[src/rtl/packet_framer.sv]
// ---------------------------------------------------------------------------
// packet_framer
//   Captures one five-byte command record on an accepted start, then sends it
//   to the USB FIFO writer as a framed byte stream:
//     STX, len, cmd, addr_lo, addr_hi, data, ETX
//   Any payload byte equal to STX, ETX or DLE is preceded by a DLE and then
//   sent unchanged. The receiving parser un-escapes the stream the same way.
//
// Ports
//   clk         system clock, rising edge
//   reset       asynchronous, active-high reset
//   start       send request, accepted only while idle
//   len..data   payload fields, sampled on an accepted start
//   dout        stream byte
//   dout_valid  dout holds a byte to transfer
//   dout_ready  downstream can take a byte (transfer = valid & ready)
//   busy        a packet is in progress
//   done        one-cycle pulse in the first idle cycle after ETX
// ---------------------------------------------------------------------------
module packet_framer #(
   parameter logic [7:0] STX = 8'h02,
   parameter logic [7:0] ETX = 8'h03,
   parameter logic [7:0] DLE = 8'h10
) (
   input  logic       clk,
   input  logic       reset,
   input  logic       start,
   input  logic [7:0] len,
   input  logic [7:0] cmd,
   input  logic [7:0] addr_lo,
   input  logic [7:0] addr_hi,
   input  logic [7:0] data,
   output logic [7:0] dout,
   output logic       dout_valid,
   input  logic       dout_ready,
   output logic       busy,
   output logic       done
);

   typedef enum logic [2:0] {
      S_IDLE  = 3'd0,
      S_SOF   = 3'd1,
      S_FIELD = 3'd2,
      S_ESC   = 3'd3,
      S_EOF   = 3'd4
   } state_t;

   state_t          state_q, state_d;
   logic [2:0]      idx_q, idx_d;
   logic [4:0][7:0] hold_q, hold_d;
   logic            done_q, done_d;

   logic [7:0]      cur_b;
   logic            idx_ok;
   logic            special;
   logic            xfer;

   // Current payload byte; out-of-range indices read as 0 and are caught by idx_ok.
   always_comb begin
      cur_b = 8'h00;
      case (idx_q)
         3'd0:    cur_b = hold_q[0];
         3'd1:    cur_b = hold_q[1];
         3'd2:    cur_b = hold_q[2];
         3'd3:    cur_b = hold_q[3];
         3'd4:    cur_b = hold_q[4];
         default: cur_b = 8'h00;
      endcase
   end

   assign idx_ok  = (idx_q <= 3'd4);
   assign special = (cur_b == STX) || (cur_b == ETX) || (cur_b == DLE);
   assign xfer    = dout_valid && dout_ready;
   assign busy    = (state_q != S_IDLE);
   assign done    = done_q;

   // Output decode uses registered state only, so ready/start never reach dout.
   always_comb begin
      dout       = 8'h00;
      dout_valid = 1'b0;
      case (state_q)
         S_SOF: begin
            dout       = STX;
            dout_valid = 1'b1;
         end
         S_FIELD: begin
            if (idx_ok) begin
               dout       = special ? DLE : cur_b;
               dout_valid = 1'b1;
            end
         end
         S_ESC: begin
            if (idx_ok) begin
               dout       = cur_b;
               dout_valid = 1'b1;
            end
         end
         S_EOF: begin
            dout       = ETX;
            dout_valid = 1'b1;
         end
         default: ;
      endcase
   end

   always_comb begin
      state_d = state_q;
      idx_d   = idx_q;
      hold_d  = hold_q;
      done_d  = 1'b0;
      case (state_q)
         S_IDLE: begin
            if (start) begin
               hold_d  = {data, addr_hi, addr_lo, cmd, len};
               idx_d   = 3'd0;
               state_d = S_SOF;
            end
         end
         S_SOF: begin
            if (xfer) state_d = S_FIELD;
         end
         S_FIELD: begin
            if (!idx_ok) begin
               state_d = S_IDLE;
            end else if (xfer) begin
               if (special) begin
                  state_d = S_ESC;
               end else begin
                  idx_d   = idx_q + 3'd1;
                  state_d = (idx_q == 3'd4) ? S_EOF : S_FIELD;
               end
            end
         end
         S_ESC: begin
            if (!idx_ok) begin
               state_d = S_IDLE;
            end else if (xfer) begin
               idx_d   = idx_q + 3'd1;
               state_d = (idx_q == 3'd4) ? S_EOF : S_FIELD;
            end
         end
         S_EOF: begin
            if (xfer) begin
               idx_d   = 3'd0;
               state_d = S_IDLE;
               done_d  = 1'b1;
            end
         end
         default: state_d = S_IDLE;
      endcase
   end

   always_ff @(posedge clk or posedge reset) begin
      if (reset) begin
         state_q <= S_IDLE;
         idx_q   <= 3'd0;
         hold_q  <= '0;
         done_q  <= 1'b0;
      end else begin
         state_q <= state_d;
         idx_q   <= idx_d;
         hold_q  <= hold_d;
         done_q  <= done_d;
      end
   end

endmodule

[config.mk]
export PLATFORM = sky130hd
export DESIGN_NAME = packet_framer
export DESIGN_NICKNAME = d
export VERILOG_FILES = /design/src/rtl/packet_framer.sv
export SDC_FILE = /design/constraint.sdc
export NUM_CORES = 1
export LEC_CHECK = 0
export BUFFER_PORTS_ARGS = -buffer_cell sky130_fd_sc_hd__buf_2
export CAP_MARGIN = 10
export CORE_MARGIN = 5
export CORE_UTILIZATION = 50
export CTS_CLUSTER_SIZE = 8
export DETAILED_ROUTE_END_ITERATION = 6
export PLACE_DENSITY_LB_ADDON = 0.2
export SKIP_LAST_GASP = 1
export SYNTH_ARGS = -nofsm -noshare
export SYNTH_HDL_FRONTEND = slang
export SYNTH_SLANG_ARGS = --single-unit
[constraint.sdc]
create_clock -name clk -period 4.45 [get_ports clk]
set_input_delay 0.2225 -clock clk [delete_from_list [all_inputs] [get_ports clk]]
set_output_delay 0.2225 -clock clk [all_outputs]
set_load 0.01 [all_outputs]
## Word level (Yosys, flattened, before mapping)

Index checks and enable logic that the tools add are counted.

| operators by class | value |
|---|---|
| shifts and indexed selects | 0 |
| $add $sub $neg | 1 |
| $lt $le $gt $ge | 1 |
| bitwise operators | 0 |
| div/mod/pow operators | 0 |
| eq/ne operators | 21 |
| muxes and demuxes | 26 |
| multipliers | 0 |
| reductions and logical operators | 12 |

Operator list:

| kind | number |
|---|---|
| 3-bit 2-to-1 mux | 15 |
| 8-bit one-hot mux with 5 select lines | 1 |
| 8-bit one-hot mux with 4 select lines | 1 |
| 8-bit 2-to-1 mux | 3 |
| 8-bit by 2-bit equality test with 1-bit output (second input constant) | 2 |
| 2-bit inequality test (second input constant) | 8 |
| 3-bit one-hot mux with 5 select lines | 1 |
| 3-bit by 2-bit equality test with 1-bit output (second input constant) | 4 |
| 3-bit one-hot mux with 4 select lines | 1 |
| 8-bit by 5-bit equality test with 1-bit output (second input constant) | 1 |
| 8-bit AND reduction | 1 |
| 3-bit by 1-bit equality test with 1-bit output (second input constant) | 2 |
| 3-bit equality test (second input constant) | 2 |
| 3-bit logical NOT | 2 |
| 3-bit inequality test (second input constant) | 2 |
| 5-bit AND reduction | 1 |
| 4-bit nonzero test | 1 |
| 2-bit OR reduction | 2 |
| 3-bit by 1-bit adder with 3-bit output (second input constant) | 1 |
| 3-bit less-or-equal comparator (second input constant) | 1 |
| 1-bit 2-to-1 mux | 3 |
| 3-bit nonzero test | 1 |
| 1-bit logical OR | 2 |
| 1-bit one-hot mux with 2 select lines | 1 |
| other kinds (2) | 2 |

| storage, ports and cells | value |
|---|---|
| latch bits | 0 |
| memories kept | 0 |
| bits in registers | 47 |
| RAM bits | 0 |
| bits in read-only memories | 0 |
| input bits | 44 |

## Longest topological paths before layout

Gate-level depths: netlist of the first run.

| logic depth | value |
|---|---|
| depth in word-level cells | 9 |
| mapped depth | 10 |
| gate-level depth less buffers | 7 |

## Worst setup path after synthesis of the first run

No wires, ideal clock.

| timing path | value |
|---|---|
| path type | reg2out |
| start point | register idx_q[0] |
| end point | output port dout[0] |
| stages on the path, launching flop included | 10 |
| path slack | 2.112 ns |
| data arrival time | 2.115 ns |
| data required time | 4.228 ns |
| cells stage by stage | dfrtp_1 -> inv_1 -> ha_1 -> buf_6 -> a222oi_1 -> a21oi_1 -> nor4_4 -> o211a_1 -> buf_6 -> o21ai_0 |

| between the ends | value |
|---|---|
| word-level cells in the longest chain between the ends | 8 |

Ends and longest elaborated chain:

| item | line | RTL |
|---|---|---|
| start, declared | 49 | `logic [2:0] idx_q, idx_d;` |
| start signal, assigned | 161 | `idx_q <= idx_d;` |
| 3-bit equality test (tied with other cells) | 61 | `case (idx_q)` |
| 8-bit one-hot mux with 5 select lines | 61 |  |
| 8-bit by 2-bit equality test with 1-bit output | 72 | `assign special = (cur_b == STX) \|\| (cur_b == ETX) \|\| (cur_b == DLE);` |
| 1-bit logical OR (2 in series) | 72 |  |
| 8-bit 2-to-1 mux | 88 | `dout = special ? DLE : cur_b;` |
| 8-bit 2-to-1 mux | 87 | `if (idx_ok) begin` |
| 8-bit one-hot mux with 4 select lines (*) | 81 | `case (state_q)` |
| end, declared | 33 | `output logic [7:0] dout,` |

Every way passes the cells marked *; elsewhere a longest branch is shown, timed or not.

## Final worst setup path of the first run

| timing path | value |
|---|---|
| start point | register idx_q[2] |
| end point | output port dout[0] |

Same word-level chain as after synthesis.

==> impl_results.md, run 1 <==
* LEAKAGE at 1.229 nW
* Total track usage at 17.41%
* Maximum root-to-sink buffer count at 2
* Number of global-route vias before repair at 1777
* Chip height at 80.14 µm
* Die area at 6422 µm²
* Setup Crit Path Kind: reg2out
* Worst skew pair latency at 0.30 ns
* Critical path's slowest cell: dfrtp_1
* CP max stage delay at 0.92 ns
* Io pins at 55
* Commonest non-fill, non-tap cell in the layout: buf_2
* Final setup vio count at 0
* CTS buffer count at 5
* Worst-path cell chain: inv_1 -> ha_1 -> nand2_1 -> o2111ai_1 -> nor3_1 -> o211a_1 -> o21ai_0 -> buf_2
* Status: finished clean
* Layout cells sized above 1 at 41.25%
* Pwr dens at 717.4 nW/µm²
* Starting Density at roughly half
* Max_cap viols at 0
* Rel. slew slack at roughly 27%
* Area after DPL at around 2700 µm²
* Synthesized area at around 2500 µm²
* Tcrit/Tclk final at 77.50%
* Slack of the worst reg-to-reg path at 1.50 ns
* Pre-antenna DRT Iters at 4
* Final nets at about 310
* Final Hold Fails at 0
* Max-slew violation count at 0
* Number of setup buffers added after CTS at 0
* Fill count at 438
* Clock slew at reported path FFs at 0.09 ns
* CP Max Fanout at 28
* Post_cts resized at 0
* Syn_nets at ~260
* Post-synthesis sequential area ratio at between 40% and 50%
* Worst vdd ir at 0.3167 mV
* Syn-to-layout area delta at 14.60%
* Commonest cells after routing, fill and taps aside: 54 x buf_2, 47 x dfrtp_1, 40 x mux2_2, 13 x nand2_1, 8 x o21ai_0
* First-pass GRT wire length at 8735 µm
* Detail Placement HPWL at 3778 µm
* Critical path's top delay family: flip-flops
* Vias at 1818
* Crit path DAT at between 3 and 4 ns
* RSZ-0062 raised after global routing: false
* CTS tree: done
* Mean area per synthesized cell at 11.60 µm²
* Min-Delay Path Class: in2async
* FF+latch area at 1176 µm²
* Largest net degree at the start of global routing at 48
* Yosys warning total at 0
* Combined area of the multi-input logic cells at 1159 µm²
* Design area at approximately 2800 µm²
* Worst setup SP type: register
* Post-route minimum period at 3.449 ns
* Final TNS setup at 0 ns
* Hold buffers post-CTS at 0
* Post-synthesis instance total at between 200 and 250
* Final Skew at between 0.004 and 0.005 ns
* Htree depth at 2
* Iteration-0 DRC Markers at 155
* Die W at ~80 µm
* CP endpoint kind: output pin
* Synth unique cells at between 40 and 50
* Buffers on Ports at 54
* Sink Count at 47
* Remaining Overflow, GRT at 0
* Antenna diodes at 0
* Routed vias/inst at roughly 5.6
* Critical Path RT at 4.23 ns
* WP buf/inv at 2
* FP Rows at 25
* Async set-reset flop share out of synthesis at 100.0%
* Total power at 2.022 mW
* DRC at 0
* Root Buffer Master: clkbuf_8
* DRT Wirelength at 5243 µm
* Most used flip-flop cell after synthesis: dfrtp_1
* Post-DRT Antenna Nets at 0
* Antenna violations before repair at 0
* Drt wl/cell at 16.18 µm
* Yosys reg bits at 47
* Placeable core area at 4755 µm²
* Achievable clock frequency at 290.0 MHz
* EDFF count, synth at 0
* Tightest Pin Transition at around 1.1 ns
* RD Place Congestion at about 0.89
-- cell type report --
type                            instances  share of cell area, %
Tap cell                               67                  2.974
Inverter                                7                 0.9321
Timing Repair Buffer                   54                  9.587
Clock inverter                          1                 0.2663
Multi-Input combinational cell        141                  41.10
Sequential cell                        47                  41.72
Clock buffer                            7                  3.418
-- worst paths after layout --
path	endpoint	cells after the start	start
hold / removal	hold_q[5]	2	reset
max in group asynchronous	state_q[2]	2	reset
min in group clk	hold_q[1]	2	len[1]
setup reg to reg	idx_q[2]	7	idx_q[2]
hold reg to reg	hold_q[37]	1	hold_q[37]
setup / recovery	dout[0]	8	idx_q[2]
-- per-layer routing --
metal  vias to the layer above  routed length (µm)  track usage (%)  part of all wire (%)
met2                        52                2437            26.24                    46
met3                         6                 382            5.269                   7.3
met5                         -                   0                0                     0
li1                        875                   -                -                     -
met1                       885                2363            24.14                    45
met4                         0                  60            5.068                   1.1
-- synth_stat cells, types with 2 or more instances --
cell,n,share of area (%)
a21oi_1,7,1.4
a222oi_1,3,1.2
a32oi_1,2,0.71
and2_1,4,1.0
buf_2,7,1.4
buf_6,4,1.8
clkbuf_1,4,0.61
dfrtp_1,47,48
ha_1,5,2.5
inv_1,7,1.1
mux2_2,40,18
mux2i_1,5,2.0
nand2_1,13,2.0
nand3_1,4,0.81
nand3b_1,7,2.1
nor2_1,7,1.1
nor2b_1,2,0.51
nor3_1,5,1.0
o2111ai_1,6,2.1
o211ai_1,2,0.61
o21ai_0,8,1.6
o22ai_1,2,0.51
-- stage by stage --
step	worst slack, ns	util, %	hold WS (ns)	std cells
2_1_floorplan	2.112	-	0.3742	212
3_3_place_gp	1.464	57.11	0.4540	316
3_5_place_dp	1.344	57.11	0.4569	316
4_1_cts	1.013	59.29	0.1364	324
5_1_grt	0.6882	59.29	0.1360	324
6_report	1.001	59.29	0.1374	324
-- logic make-up (layout without fill, tap and decap cells) --
logic type,Yosys count,after routing,share of synthesized area (%)
flops,47,47,47.81
simple gates,46,46,10.22
fa+ha+maj,5,5,2.543
xor+xnor,1,1,0.3561
mux,45,45,20.35
compound gates,44,44,13.33
buf+inv,24,69,5.391
-- state kept, by name, summed over array words and instances (netlist names) --
signal,flops
hold_q,40
idx_q,3
state_q,3
done,1
-- where the power goes --
group,switching [mW],total (mW),internal (mW)
registers,0.156,0.791,0.635
logic,0.493,0.950,0.457
clock network,0.140,0.281,0.141
Note: power is estimated with default switching activity, not from simulation.
==> inputs of run 2 (changes only) <==
Settings changed: ABC_AREA set to 1, CORE_UTILIZATION 50 to 49.
Clock period 4.45 ns to 3 ns, I/O delays scaled along.
==> run 2 against run 1 <==
- global-route usage increased by 0.33 points
- worst setup slack got worse by 0.68 ns
- clock power increased by 35%
- area after synthesis increased by 0.36%
- worst hold slack got worse by 0.079 ns
- combinational power increased by 73%
- critical path type unchanged
- largest power group unchanged
- highest routed layer unchanged
==> impl_results.md, run 2 <==
* Status: finished clean
* Pwr dens at 1102 nW/µm²
* RD Place Congestion at 0.9093
* Antenna diodes at 0
* Max-slew violation count at 0
* CTS tree: done
* Post-synth top area cell: dfrtp_1
* Post_cts resized at 0
* Largest net degree at the start of global routing at 48
* LEAKAGE at 1.488 nW
* Pre-CTS setup slack at 0.6609 ns
* Layout cells sized above 1 at 35.58%
* Critical Path RT at 2.85 ns
* Worst-path cell chain: inv_2 -> ha_1 -> nand2_1 -> nand2_1 -> nor2_1 -> nand2_1 -> inv_2 -> nor2_1 -> nor2_1 -> nand4_2 -> a21boi_1 -> buf_2
* Final nets at around 370
* Slack of the worst reg-to-reg path at 0.75 ns
* Post-route minimum period at 2.678 ns
* Htree depth at 2
* RSZ-0062 raised after global routing: false
* Most used flip-flop cell after synthesis: dfrtp_1
* Int Pwr at 1.807 mW
* Top reg by flops: hold_q
* Tcrit/Tclk final at 89.27%
* Commonest cells after routing, fill and taps aside: 63 x nand2_1, 54 x buf_2, 47 x dfrtp_1, 38 x mux2_2, 32 x nor2_1
* Top-area cell type share of the netlist area at 47.64%
* Fill count at 452
* Crit path DAT at 2.53 ns
* Yosys warning total at 0
* Switching portion of total power at 42.98%
* Hold buffers post-CTS at 0
* Final WS setup at roughly 0.32 ns
* Synth cell count leaders: 63 x nand2_1, 47 x dfrtp_1, 38 x mux2_2, 32 x nor2_1, 29 x nand3_1
* Achievable clock frequency at 373.4 MHz
* Root Buffer Master: clkbuf_8
* Placeable core area at 4817 µm²
* Sink Count at 47
* Final TNS setup at 0 ns
* CP max stage delay at 0.60 ns
* Reg2reg path depth at 13
* Vias at 1976
* Psw at approximately 1.4 mW
* Seq pwr share at between 30 and 40%
* Max_cap viols at 0
* Mean area per synthesized cell at around 9 µm²
* Remaining Overflow, GRT at 0
* Most common cell in the netlist: nand2_1
* Rel. slew slack at 36.42%
* WP buf/inv at 3
* Post-DRT Antenna Nets at 0
* Largest register FFs at 40
* Chip height at 80.98 µm
* DRT Wirelength at 5277 µm
* Routed vias/inst at 5.028
* Die area at roughly 6600 µm²
* Post-synthesis sequential area ratio at 47.64%
* Syn_nets at 320
* FP Rows at 25
* Worst vdd ir at 0.4439 mV
* RR Endpoint: idx_q[2]
* Post-synthesis instance total at around 270
* Starting Density at 51.25%
* Setup Crit Path Kind: reg2out
* Io pins at 55
* Final setup vio count at 0
* CTS buffer count at 5
* Worst setup SP type: register
* Buffers on Ports at 54
* Clock network power share at a little under an eighth
* CP endpoint kind: output pin
* Critical path's slowest cell: dfrtp_1
* Synthesized area at 2469 µm²
* Detail Placement HPWL at 4095 µm
* Syn-to-layout area delta at 16.47%
* Number of setup buffers added after CTS at 0
* Number of global-route vias before repair at 1946
* First-pass GRT wire length at 8963 µm
* Total track usage at approximately 18%
* Min-Delay Path Class: in2async
* Yosys reg bits at 47
* Clock slew at reported path FFs at 0.09 ns
* Critical path's top delay family: simple AND/OR/NAND/NOR gates
* Maximum root-to-sink buffer count at 2
* Synth top area cells: dfrtp_1 48%, mux2_2 17%, nand2_1 9.6%
* Worst skew pair latency at around 0.3 ns
* DRC at 0
* Top flop regs: hold_q: 40 flops, idx_q: 3 flops, state_q: 3 flops
* RR Startpoint: idx_q[2]
* Combinational power share at 51.7%
* Pre-antenna DRT Iters at 5
* Final Skew at between 0.008 and 0.009 ns
* Async set-reset flop share out of synthesis at 100.0%
* CP Max Fanout at 15
* Iteration-0 DRC Markers at between 150 and 200
* Commonest non-fill, non-tap cell in the layout: nand2_1
* Tightest Pin Transition at around 0.95 ns
* Synth unique cells at 26
* EDFF count, synth at 0
* Drt wl/cell at approximately 13 µm
* Final Hold Fails at 0
* Antenna violations before repair at 0
* Die W at slightly above 80 µm
-- run 2: worst max-delay path by stage --
stage / cells past startpoint / startpoint / endpoint
after global routing: 12 / idx_q[2] / dout[4]
after CTS: 12 / idx_q[2] / dout[4]
after floorplan: 12 / idx_q[0] / dout[4]
final: 12 / idx_q[2] / dout[4]
after global placement: 12 / idx_q[2] / dout[4]
after detailed placement: 12 / idx_q[2] / dout[4]
-- run 2: stage by stage --
stage,hold WS (ns),power (mW),instances,instance area (µm²),utilization (%)
3_3_place_gp,0.3815,2.779,385,2788,57.87
4_1_cts,0.07185,3.194,393,2875,59.69
5_1_grt,0.05849,3.463,393,2875,59.69
6_report,0.05847,3.168,393,2875,59.69
3_5_place_dp,0.3848,2.810,385,2788,57.87
2_1_floorplan,0.2443,2.372,271,2469,-
-- run 2: per-layer routing --
layer	GRT usage, %	share of wire, %
met1	24.32	45
met5	0	0
met4	5.574	1.5
met2	27.83	47
met3	4.213	5.9
-- run 2: final cells by class --
type                            instances  area, µm²  area share [%]
Clock buffer                            5      68.82           2.393
Tap cell                               67      83.83           2.916
Timing Repair Buffer                   55      277.8           9.661
Clock inverter                          3      18.77          0.6527
Inverter                               23      86.33           3.003
Multi-Input combinational cell        193       1164           40.47
Sequential cell                        47       1176           40.91
-- run 2: cell families (layout without fill, tap and decap cells) --
family                     count (synthesis)  count (layout)  synth area share (%)
adders and majority gates                  5               5                 2.534
and+or+nand+nor                          139             139                 24.58
DFF                                       47              47                 47.64
muxes                                     38              38                 17.33
buffers and inverters                     31              86                 5.423
AOI/OAI and AO/OA                         11              11                 2.484
-- run 2: power groups by stage --
stage	Combinational (mW)	Clock (mW)	Sequential (mW)
after global placement	1.62	0	1.16
final	1.64	0.378	1.15
after floorplan	1.30	0	1.07
after global routing	1.86	0.419	1.19
after detailed placement	1.64	0	1.17
after CTS	1.65	0.391	1.15
